$ cat config.mk
export PLATFORM = sky130hd
export DESIGN_NAME = seg_anim_controller
export DESIGN_NICKNAME = d
export VERILOG_FILES = /design/src/rtl/seg_anim_controller.sv
export SDC_FILE = /design/constraint.sdc
export NUM_CORES = 1
export LEC_CHECK = 0
export BUFFER_PORTS_ARGS = -buffer_cell sky130_fd_sc_hd__buf_2
export CORE_MARGIN = 5
export CORE_UTILIZATION = 60
export DETAILED_ROUTE_END_ITERATION = 7
export PLACE_DENSITY = 0.79
export RECOVER_POWER = 25
export SYNTH_ARGS = -nofsm -noshare
export SYNTH_HDL_FRONTEND = slang
export SYNTH_SLANG_ARGS = --single-unit
$ cat constraint.sdc
create_clock -name clock -period 5.2 [get_ports clock]
set_input_delay 0.52 -clock clock [delete_from_list [all_inputs] [get_ports clock]]
set_output_delay 0.52 -clock clock [all_outputs]
set_load 0.01 [all_outputs]
$ cat src/rtl/seg_anim_controller.sv
// seg_anim_controller
//   Drives six segments (A..F) of a seven-segment digit with one of four
//   animations. Three level buttons are edge-detected: Mode advances the
//   animation (with a one-period blank), Speed doubles the step period
//   (wrapping after four presses) and Pause freezes/resumes the animation.
//
// Ports
//   clock       : single clock, rising edge
//   reset       : synchronous, active-high
//   io_btnMode  : mode-advance request (level, synchronous)
//   io_btnSpeed : speed-advance request (level, synchronous)
//   io_btnPause : pause-toggle request (level, synchronous)
//   io_segAtoF  : active-high segments, bit0 = A .. bit5 = F
//   io_mode     : current animation mode
//   io_speed    : current speed level
//   io_paused   : high while the animation is held
module seg_anim_controller #(
    parameter int unsigned DIV_BASE = 2
) (
    input  logic       clock,
    input  logic       reset,
    input  logic       io_btnMode,
    input  logic       io_btnSpeed,
    input  logic       io_btnPause,
    output logic [5:0] io_segAtoF,
    output logic [1:0] io_mode,
    output logic [1:0] io_speed,
    output logic       io_paused
);

    typedef enum logic [1:0] {
        ST_RUN   = 2'd0,
        ST_HOLD  = 2'd1,
        ST_BLANK = 2'd2
    } state_e;

    state_e      state_q, state_d;
    logic [1:0]  mode_q, mode_d;
    logic [1:0]  speed_q, speed_d;
    logic [3:0]  step_q, step_d;
    logic [19:0] presc_q, presc_d;
    logic        prev_mode_q, prev_speed_q, prev_pause_q;

    logic        ev_mode, ev_speed, ev_pause;
    logic        tick;
    logic [19:0] period;
    logic [3:0]  last_step;
    logic [3:0]  prev_step;

    assign ev_mode  = io_btnMode  & ~prev_mode_q;
    assign ev_speed = io_btnSpeed & ~prev_speed_q;
    assign ev_pause = io_btnPause & ~prev_pause_q;

    // DIV_BASE <= 65535 shifted by at most 3 still fits in 20 bits.
    assign period = 20'(DIV_BASE) << speed_q;
    // The prescaler is frozen in HOLD, so no tick can fire there.
    assign tick   = (state_q != ST_HOLD) && (presc_q == period - 20'd1);

    always_comb begin
        case (mode_q)
            2'd2:    last_step = 4'd11;
            2'd3:    last_step = 4'd1;
            default: last_step = 4'd5;
        endcase
    end

    // Priority: mode event > pause event; speed event applies regardless.
    // Pause legality is judged on the current state, so a pause arriving on
    // the tick that ends BLANK is still ignored.
    always_comb begin
        state_d = state_q;
        mode_d  = mode_q;
        speed_d = speed_q;
        step_d  = step_q;
        presc_d = presc_q;

        if (state_q != ST_HOLD) begin
            if (tick) begin
                presc_d = '0;
                if (state_q == ST_RUN) begin
                    step_d = (step_q == last_step) ? '0 : step_q + 4'd1;
                end else begin
                    state_d = ST_RUN;
                end
            end else begin
                presc_d = presc_q + 20'd1;
            end
        end

        if (ev_mode) begin
            mode_d  = mode_q + 2'd1;
            step_d  = '0;
            presc_d = '0;
            state_d = ST_BLANK;
        end else if (ev_pause) begin
            if (state_q == ST_RUN) begin
                state_d = ST_HOLD;
            end else if (state_q == ST_HOLD) begin
                state_d = ST_RUN;
            end
        end

        if (ev_speed) begin
            speed_d = speed_q + 2'd1;
            presc_d = '0;
        end
    end

    always_ff @(posedge clock) begin
        if (reset) begin
            state_q      <= ST_RUN;
            mode_q       <= '0;
            speed_q      <= '0;
            step_q       <= '0;
            presc_q      <= '0;
            prev_mode_q  <= 1'b0;
            prev_speed_q <= 1'b0;
            prev_pause_q <= 1'b0;
        end else begin
            state_q      <= state_d;
            mode_q       <= mode_d;
            speed_q      <= speed_d;
            step_q       <= step_d;
            presc_q      <= presc_d;
            prev_mode_q  <= io_btnMode;
            prev_speed_q <= io_btnSpeed;
            prev_pause_q <= io_btnPause;
        end
    end

    // (step + 5) mod 6 for the trailing segment of the two-segment chase.
    assign prev_step = (step_q == 4'd0) ? 4'd5 : step_q - 4'd1;

    always_comb begin
        io_segAtoF = '0;
        if (state_q != ST_BLANK) begin
            case (mode_q)
                2'd0: io_segAtoF = 6'd1 << step_q;
                2'd1: io_segAtoF = (6'd1 << step_q) | (6'd1 << prev_step);
                2'd2: begin
                    if (step_q < 4'd6) begin
                        io_segAtoF = 6'((7'd2 << step_q) - 7'd1);
                    end else begin
                        io_segAtoF = 6'h3F << (step_q - 4'd5);
                    end
                end
                default: io_segAtoF = step_q[0] ? 6'h00 : 6'h3F;
            endcase
        end
    end

    assign io_mode   = mode_q;
    assign io_speed  = speed_q;
    assign io_paused = (state_q == ST_HOLD);

endmodule

==> impl_metrics.toml, run 1 <==
[grt]
grt_overflow = 0
track_usage_pct = 20.6
grt_antenna_before_repair = 0
grt_max_degree = 19
grt_pass1_wl_um = 8700
grt_pass1_vias = 1895

[setup_path]
critPathTopFamily = "flip-flops"
slowest_delay_ns = 0.61
crit_type = "flip-flop to primary output"
setup.worst_path.end_class = "primary output"
critPathBufInv = 2
worstPathArrival_ns = 2.73
cp_data_required_time_ns = 4.68
cp-start-kind = "flip-flop"
crit_chain = "inv_1 -> ha_1 -> nand2_1 -> ha_1 -> nor2b_1 -> mux2i_1 -> a21oi_1 -> o2111ai_1 -> a31oi_1 -> buf_2"
cp_max_fo = 14
cp_slowest_cell = "dfxtp_1"
crit_top_cell = "ha_1"

[routing]
vias = 2068
drtIter0Drc = 271
ant_nets = 0
dr.pass1.iters = 4
drcViolationCount = 0
vias_per_cell = 5.88
wl_per_cell_um = 13.9
routed_wl_um = 4910

[yosys]
postSynthCellCount = 293
ys_warn_count = 0
async_flop_share_pct = 0
synth_edf_count = 0
post-synth-top-area-cell = "dfxtp_1"
ys_top_cells_by_count = "47 x nor2_1, 33 x dfxtp_1, 24 x nand2_1"
synth_area_sq_um = 2270
ys_types = 47
ys_ff_latch = 33
synth_most_common_cell = "nor2_1"
synth.avg_cell_area_sq_um = 7.74
yosys-top-cells-area = "dfxtp_1 29%, ha_1 10%, nor2_1 7.8%"
synth_top_area_share_pct = 29.1
synthFlopType = "dfxtp_1"
seq_area_frac_synth_pct = 29.1
syn_nets = 317

[power_and_ir_drop]
peakVddDrop_v = 0.000267
power_per_cell_area_nw_per_um2 = 247
leakage_uw = 0.000916

[finish]
n_antenna_cell = 0
drive_above_1_share_pct = 10.5
nNetsFinal = 327
fillers = 302
syn_to_final_growth_pct = 8.83

[sta]
hold_slack_ns = 0.478
final_hold_viol_count = 0
finalSetupViolCount = 0
fin_worst_skew_ns = 0.0113
fmax_mhz = 308
slew_viol_final = 0
setup_slack_ns = 1.95
fin_tns_setup_ns = 0
min_period_over_period_pct = 62.5
period_minus_slack_ns = 3.25
worst-slew-pin-transition_ns = 0.698
slew_headroom_pct = 53.1
rsz0062_at_grt = "no"

[status]
outcome = "finished, final reports clean"

[die]
die_area_sq_um = 5110
fp-row-count = 22
die_w_um = 71.5
num_io_pins = 16
core_area_sq_um = 3660
start_util_pct = 61.9
die_h_um = 71.5

[placed_design]
gp_congestion = 0.925
dp_hpwl_um = 3560
port_buffers = 15
pre_cts_slack_ns = 2.28

[clock_network]
cts-root-buf = "clkbuf_8"
cts_setup_buffers = 0
htree_levels = 2
cts_made_buffers = 5
path_clk_slew_ns = 0.07
cts.path.max_buffers = 2
cts_tree = "done"
clk_latency_ns = 0.29
post_cts_resized = 0
hold_buffers = 0
clkSinkCount = 33

[hold_path]
hp-class = "primary input to flip-flop"

[flow_run]
maxCapViolCount = 0
==> layout make-up <==
class | count | area [sq um] | area share, %
clock buffer | 6 | 82.6 | 3.35
sequential | 33 | 661 | 26.8
tap | 48 | 60.1 | 2.43
timing repair buffer | 15 | 70.1 | 2.84
inverter | 17 | 63.8 | 2.59
clock inverter | 2 | 37.5 | 1.52
multi-input combinational | 231 | 1490 | 60.5
==> worst reg2reg max path, cell delays in order, from the launching register on <==
cell	delay [ns]
dfxtp_1	0.42
inv_1	0.10
ha_1	0.22
nor4_1	0.46
mux2i_1	0.49
nand3_1	0.28
o21bai_4	0.42
nor2_1	0.11
==> path summary, 6_finish.rpt <==
check	from	endpoint	slack, ns	cells after the start
worst max-delay path	step_q[1]$_SDFFE_PP0P_	io_segAtoF[5]	1.95	10
worst min-delay path	io_btnMode	prev_mode_q$_SDFF_PP0_	0.48	2
worst max register to register	io_speed[1]$_SDFFE_PP0P_	presc_q[9]$_SDFFE_PP0N_	2.59	7
worst min register to register	flip-flop	flip-flop	0.52	1
==> cell families after synthesis <==
| kind of cell | Yosys count | synth area share (%) |
|---|---|---|
| mux | 3 | 1.32 |
| xor+xnor | 26 | 10.0 |
| flops | 33 | 29.1 |
| simple gates | 133 | 30.1 |
| buf+inv | 29 | 5.02 |
| compound gates | 50 | 13.9 |
| fa+ha+maj | 19 | 10.5 |
==> flip-flops by register name, summed over array words and instances, names as in the netlist, named ones only <==
register      flops
io_mode           2
prev_pause_q      1
prev_speed_q      1
step_q            4
prev_mode_q       1
presc_q          20
state_q           1
io_speed          2
==> metal layers <==
| layer | GRT usage, % | part of all wire [%] | up-vias |
|---|---|---|---|
| li1 | - | - | 1038 |
| met1 | 29.4 | 46 | 945 |
| met2 | 31.2 | 46 | 76 |
| met3 | 4.49 | 7.1 | 9 |
| met4 | 5.64 | 1.2 | 0 |
| met5 | 0 | 0 | - |
==> cells in the final DEF, fill, tap and decap left out, types with 2 or more instances in the layout <==
cell | Yosys | layout
a211o_1 | 2 | 2
a21oi_1 | 15 | 15
a31oi_1 | 10 | 10
and3_1 | 2 | 2
and4_1 | 2 | 2
buf_2 | 1 | 11
clkbuf_1 | 10 | 4
clkbuf_8 | 0 | 6
dfxtp_1 | 33 | 33
ha_1 | 19 | 19
inv_1 | 16 | 16
mux2i_1 | 3 | 3
nand2_1 | 24 | 24
nand3_1 | 14 | 14
nand4_1 | 6 | 6
nor2_1 | 47 | 47
nor2b_1 | 6 | 6
nor3_1 | 12 | 12
nor4_1 | 3 | 3
o21a_1 | 2 | 2
o21ai_0 | 11 | 11
o21ai_1 | 2 | 2
or2_2 | 3 | 3
or3_1 | 2 | 2
xnor2_1 | 17 | 17
xor2_1 | 9 | 9
==> power by group <==
| group | internal [uW] | switching (uW) | total (uW) |
|---|---|---|---|
| Combinational | 34.7 | 52.5 | 87.1 |
| Sequential | 259 | 8.56 | 267 |
| Clock | 156 | 98.6 | 254 |
| Total | 449 | 160 | 609 |
==> per-stage QoR <==
step | util, % | cell area, sq um | std cells | total power, uW
floorplan | - | 2270 | 293 | 338
global placement | 64.3 | 2350 | 344 | 358
detailed placement | 64.3 | 2350 | 344 | 359
CTS | 67.5 | 2470 | 352 | 612
global route | 67.4 | 2470 | 352 | 636
finish | 67.4 | 2470 | 352 | 609
No activity file was read; power rests on OpenSTA's default activity.
==> run 2, diff against run 1 <==
- ABC_AREA: default -> 1
- CORE_UTILIZATION: 60 -> 55
- PLACE_DENSITY: 0.79 -> 0.76
- clock period: 5.2 -> 2.85 ns (I/O delays scaled with it)
==> impl_metrics.toml, run 2 <==
[yosys]
synth.avg_cell_area_sq_um = 6.51
post-synth-top-area-cell = "dfxtp_1"
yosys-top-cells-area = "dfxtp_1 27%, nand2_1 12%, ha_1 9.7%"
postSynthCellCount = 375
ys_types = 36
synth_top_area_share_pct = 27.1
synthFlopType = "dfxtp_1"
async_flop_share_pct = 0
syn_nets = 399
synth_edf_count = 0
synth_area_sq_um = 2440
ys_top_cells_by_count = "76 x nand2_1, 63 x nor2_1, 53 x inv_1"
synth_most_common_cell = "nand2_1"
ys_ff_latch = 33
ys_warn_count = 0
seq_area_frac_synth_pct = 27.1

[placed_design]
port_buffers = 15
dp.cells = 439
dp_hpwl_um = 4200
gp_congestion = 0.951
pre_cts_slack_ns = 0.746

[sta]
fmax_mhz = 414
worst-slew-pin-transition_ns = 0.509
finalSetupViolCount = 0
min_period_over_period_pct = 84.8
setup_slack_ns = 0.433
slew_headroom_pct = 66.0
final_hold_viol_count = 0
hold_slack_ns = 0.218
slew_viol_final = 0
fin_tns_setup_ns = 0
period_minus_slack_ns = 2.42
fin_worst_skew_ns = 0.00501
rsz0062_at_grt = "no"

[setup_path]
cp_max_fo = 9
cp_data_required_time_ns = 2.57
cp-start-kind = "flip-flop"
setup.worst_path.end_class = "primary output"
crit_type = "flip-flop to primary output"
worstPathArrival_ns = 2.13

[finish]
fillers = 433
drive_above_1_share_pct = 12.4
final_util_pct = 61.5
largest_reg_flops = 20
top_register = "presc_q"
syn_to_final_growth_pct = 8.92
final_common_cell = "nand2_1"
layout_common_cells = "76 x nand2_1, 63 x nor2_1, 53 x inv_1"
instances_no_fill = 447
reg_top3 = "presc_q (20), step_q (4)"
nNetsFinal = 418
n_antenna_cell = 0

[grt]
track_usage_pct = 19.3
grt_pass1_vias = 2145
grt_overflow = 0
grt_pass1_wl_um = 9360
grt_antenna_before_repair = 0
grt_max_degree = 14

[routing]
wl_per_cell_um = 12.2
routed_wl_um = 5440
vias_per_cell = 5.19
vias = 2318
drcViolationCount = 0
drtIter0Drc = 128
dr.pass1.iters = 5
ant_nets = 0

[die]
num_io_pins = 16
fp-row-count = 24
die_w_um = 76.6
core_area_sq_um = 4320
die_area_sq_um = 5870
start_util_pct = 56.4
die_h_um = 76.6

[power_and_ir_drop]
leakage_uw = 0.00124
peakVddDrop_v = 0.000434
power_per_cell_area_nw_per_um2 = 392

[clock_network]
path_clk_slew_ns = 0.07
hold_buffers = 0
cts_made_buffers = 5
cts.path.max_buffers = 2
cts-root-buf = "clkbuf_8"
post_cts_resized = 0
clkSinkCount = 33
cts_tree = "done"
cts_setup_buffers = 0
clk_latency_ns = 0.28
htree_levels = 2

[flow_run]
maxCapViolCount = 0

[status]
outcome = "finished, final reports clean"

[hold_path]
hp-class = "primary input to flip-flop"
## run 2: changes by cell type after synthesis, sizes merged, moves of 8 or more
cell	previous run	this run
xnor2	17	3
a31oi	10	1
nand3	14	24
clkbuf	10	0
inv	17	63
o21ai	13	21
nand2	24	78
a21oi	15	23
nor2	47	73
## run 2: worst max-delay path: stages (launching register included)
cell and delay [ns]:
dfxtp_1 0.45, inv_2 0.13, ha_1 0.25, nand2_1 0.17
ha_1 0.23, nand3b_1 0.10, xnor2_1 0.13, nand2_1 0.05
nand3_1 0.07, a21oi_1 0.13, buf_2 0.14
## run 2: path summary, 6_finish.rpt
path	cells past startpoint	slack (ns)	from	end
setup / recovery	10	0.43	step_q[0]$_SDFFE_PP0P_	io_segAtoF[5]
hold / removal	3	0.22	io_btnMode	prev_mode_q$_SDFF_PP0_
setup reg to reg	12	0.99	io_speed[1]$_SDFFE_PP0P_	presc_q[11]$_SDFFE_PP0N_
hold reg to reg	2	0.53	state_q[1]$_SDFF_PP0_	state_q[1]$_SDFF_PP0_
## run 2: final cells by class
cell class | instances | area, sq um | share of cell area, %
multi-input cells | 276 | 1520 | 57.3
flip-flops and latches | 33 | 661 | 24.9
inverters | 63 | 239 | 8.99
clock buffers | 7 | 96.3 | 3.63
repair buffers | 15 | 68.8 | 2.59
well taps | 52 | 65.1 | 2.45
clock inverters | 1 | 5.00 | 0.188
## run 2: cell families after synthesis
group,after synthesis,synth area share [%]
AND/OR/NAND/NOR,197,37.6
buffers and inverters,66,10.5
AO/OA/AOI/OAI,49,11.1
flip-flops,33,27.1
adder cells (fa/ha/maj),19,9.74
XOR/XNOR,11,3.95
## run 2: stage by stage
| step | area, sq um | total power [uW] |
|---|---|---|
| final | 2660 | 1040 |
| after global routing | 2660 | 1100 |
| after CTS | 2660 | 1050 |
| after detailed placement | 2560 | 668 |
| after global placement | 2560 | 666 |
| after floorplan | 2440 | 620 |
## run 2: where the power goes
group	internal, uW	total, uW	switching [uW]
Clock	218	385	167
Combinational	57.3	168	111
Sequential	473	488	14.7
## run 2: layer usage
metal  part of all wire, %  global-route usage, %  vias to the layer above
li1                      -                      -                     1222
met1                    43                   20.8                     1043
met2                    53                   36.3                       44
met3                   2.2                   3.07                        9
met4                   2.2                   8.57                        0
met5                     0                      0                        -
==> run 3, diff against run 2 <==
- ABC_AREA: 1 -> 0
- CORE_UTILIZATION: 55 -> 54
- PLACE_DENSITY: 0.76 -> 0.75
- clock period: 2.85 -> 2 ns (I/O delays scaled with it)
==> impl_metrics.toml, run 3 (same netlist as run 1, synthesis figures left out) <==
[status]
outcome = "complete, but fails checks"
violations = "setup timing"

[die]
num_io_pins = 16
start_util_pct = 56.3
fp-row-count = 23
die_h_um = 74.8
die_area_sq_um = 5590
core_area_sq_um = 4030
die_w_um = 74.8

[sta]
fmax_mhz = 455
hold_slack_ns = 0.140
finalSetupViolCount = 7
worst-slew-pin-transition_ns = 0.447
final_hold_viol_count = 0
setup_slack_ns = -0.198
slew_headroom_pct = 70.1
period_minus_slack_ns = 2.20
rsz0062_at_grt = "yes"
fin_worst_skew_ns = 0.00273
slew_viol_final = 0
fin_tns_setup_ns = -1.09
min_period_over_period_pct = 110

[finish]
syn_to_final_growth_pct = 35.7
drive_above_1_share_pct = 34.1
layout_common_cells = "46 x nor2_1, 29 x dfxtp_1, 25 x buf_4"
n_antenna_cell = 0
nNetsFinal = 360
fillers = 279
reg_top3 = "presc_q (20), step_q (4)"
top_register = "presc_q"
instances_no_fill = 387
final_common_cell = "nor2_1"
largest_reg_flops = 20

[grt]
grt_use_met1_pct = 28.7
grt_busiest_layer = "met2"
grt_antenna_before_repair = 0
track_usage_pct = 23.4
use_met2_pct = 40.2
grt_use_met3_pct = 4.67
grt_pass1_vias = 2203
grt_overflow = 0
grt_pass1_wl_um = 10200
grt_max_degree = 18

[clock_network]
cts_made_buffers = 5
hold_buffers = 0
cts-root-buf = "clkbuf_8"
cts_tree = "done"
path_clk_slew_ns = 0.07
clk_latency_ns = 0.28
cts.path.max_buffers = 2
clkSinkCount = 33
htree_levels = 2

[setup_path]
cp-start-kind = "flip-flop"
worstPathArrival_ns = 2.00
setup.worst_path.end_class = "primary output"
crit_type = "flip-flop to primary output"
cp_data_required_time_ns = 1.80
cp_max_fo = 4

[flow_run]
maxCapViolCount = 0

[placed_design]
dp.cells = 367
gp_congestion = 0.944
dp_hpwl_um = 3880
pre_cts_slack_ns = -0.0825
port_buffers = 15

[hold_path]
hp-class = "primary input to flip-flop"

[routing]
ant_nets = 0
vias = 2281
dr.pass1.iters = 4
drcViolationCount = 0
drtIter0Drc = 189
routed_wl_um = 6090
wl_per_cell_um = 15.7
vias_per_cell = 5.89

[power_and_ir_drop]
leakage_uw = 0.00115
peakVddDrop_v = 0.000512
power_per_cell_area_nw_per_um2 = 503
-- run 3: cell count changes in the layout (fill, tap and decap cells not counted), sizes merged, moves of 10 or more --
cell	previous run	this run
nor2	73	47
nand3	24	14
buf	10	47
inv	63	17
xnor2	3	17
nand2	78	24
-- run 3: worst max-delay path, cell delays in order (launching register included) --
cell and delay [ns]:
dfxtp_4 0.38, inv_6 0.08, ha_4 0.15, nand2_4 0.05, ha_4 0.17, xor2_1 0.15
nor2_1 0.15, a21oi_2 0.06, o21a_1 0.17, a211o_1 0.22, buf_2 0.14
-- run 3: routing by layer --
metal	wire length [um]	vias to the layer above
met5	0	-
met4	167	0
met3	333	18
met2	3050	74
met1	2540	1087
li1	-	1102
-- run 3: area by class of cell --
cell class              instances  area, sq um  area share [%]
multi-input cells             231         1780            57.7
flip-flops and latches         33          676            22.0
repair buffers                 48          387            12.6
clock buffers                   6         82.6            2.68
inverters                      17         78.8            2.56
well taps                      50         62.6            2.03
clock inverters                 2         13.8           0.447
-- run 3: timing repair --
item / in CTS / in global routing
gates resized for setup: 42 / 23
pin swaps: 17 / 13
endpoints found under the hold margin: 0 / 0
endpoints found under the setup margin: 27 / 12
setup buffers: 10 / 2
-- run 3: path summary, 6_finish.rpt --
kind	from	to	slack, ns	cells after the start
max	step_q[0]$_SDFFE_PP0P_	io_segAtoF[3]	-0.20	10
min	io_btnMode	prev_mode_q$_SDFF_PP0_	0.14	2
max reg2reg	io_speed[1]$_SDFFE_PP0P_	step_q[3]$_SDFFE_PP0P_	-0.04	7
min reg2reg	flip-flop	flip-flop	0.53	1
-- run 3: report_power, final --
group | switching [uW] | total, uW | internal [uW]
Clock | 245 | 524 | 279
Sequential | 20.2 | 691 | 670
Combinational | 178 | 332 | 154
-- run 3: per-stage QoR --
step / power [uW] / utilization, % / cell area [sq um]
2_1_floorplan: 893 / - / 2360
3_3_place_gp: 960 / 64.8 / 2610
3_5_place_dp: 967 / 64.8 / 2610
4_1_cts: 1540 / 74.2 / 2990
5_1_grt: 1620 / 76.4 / 3080
6_report: 1550 / 76.4 / 3080
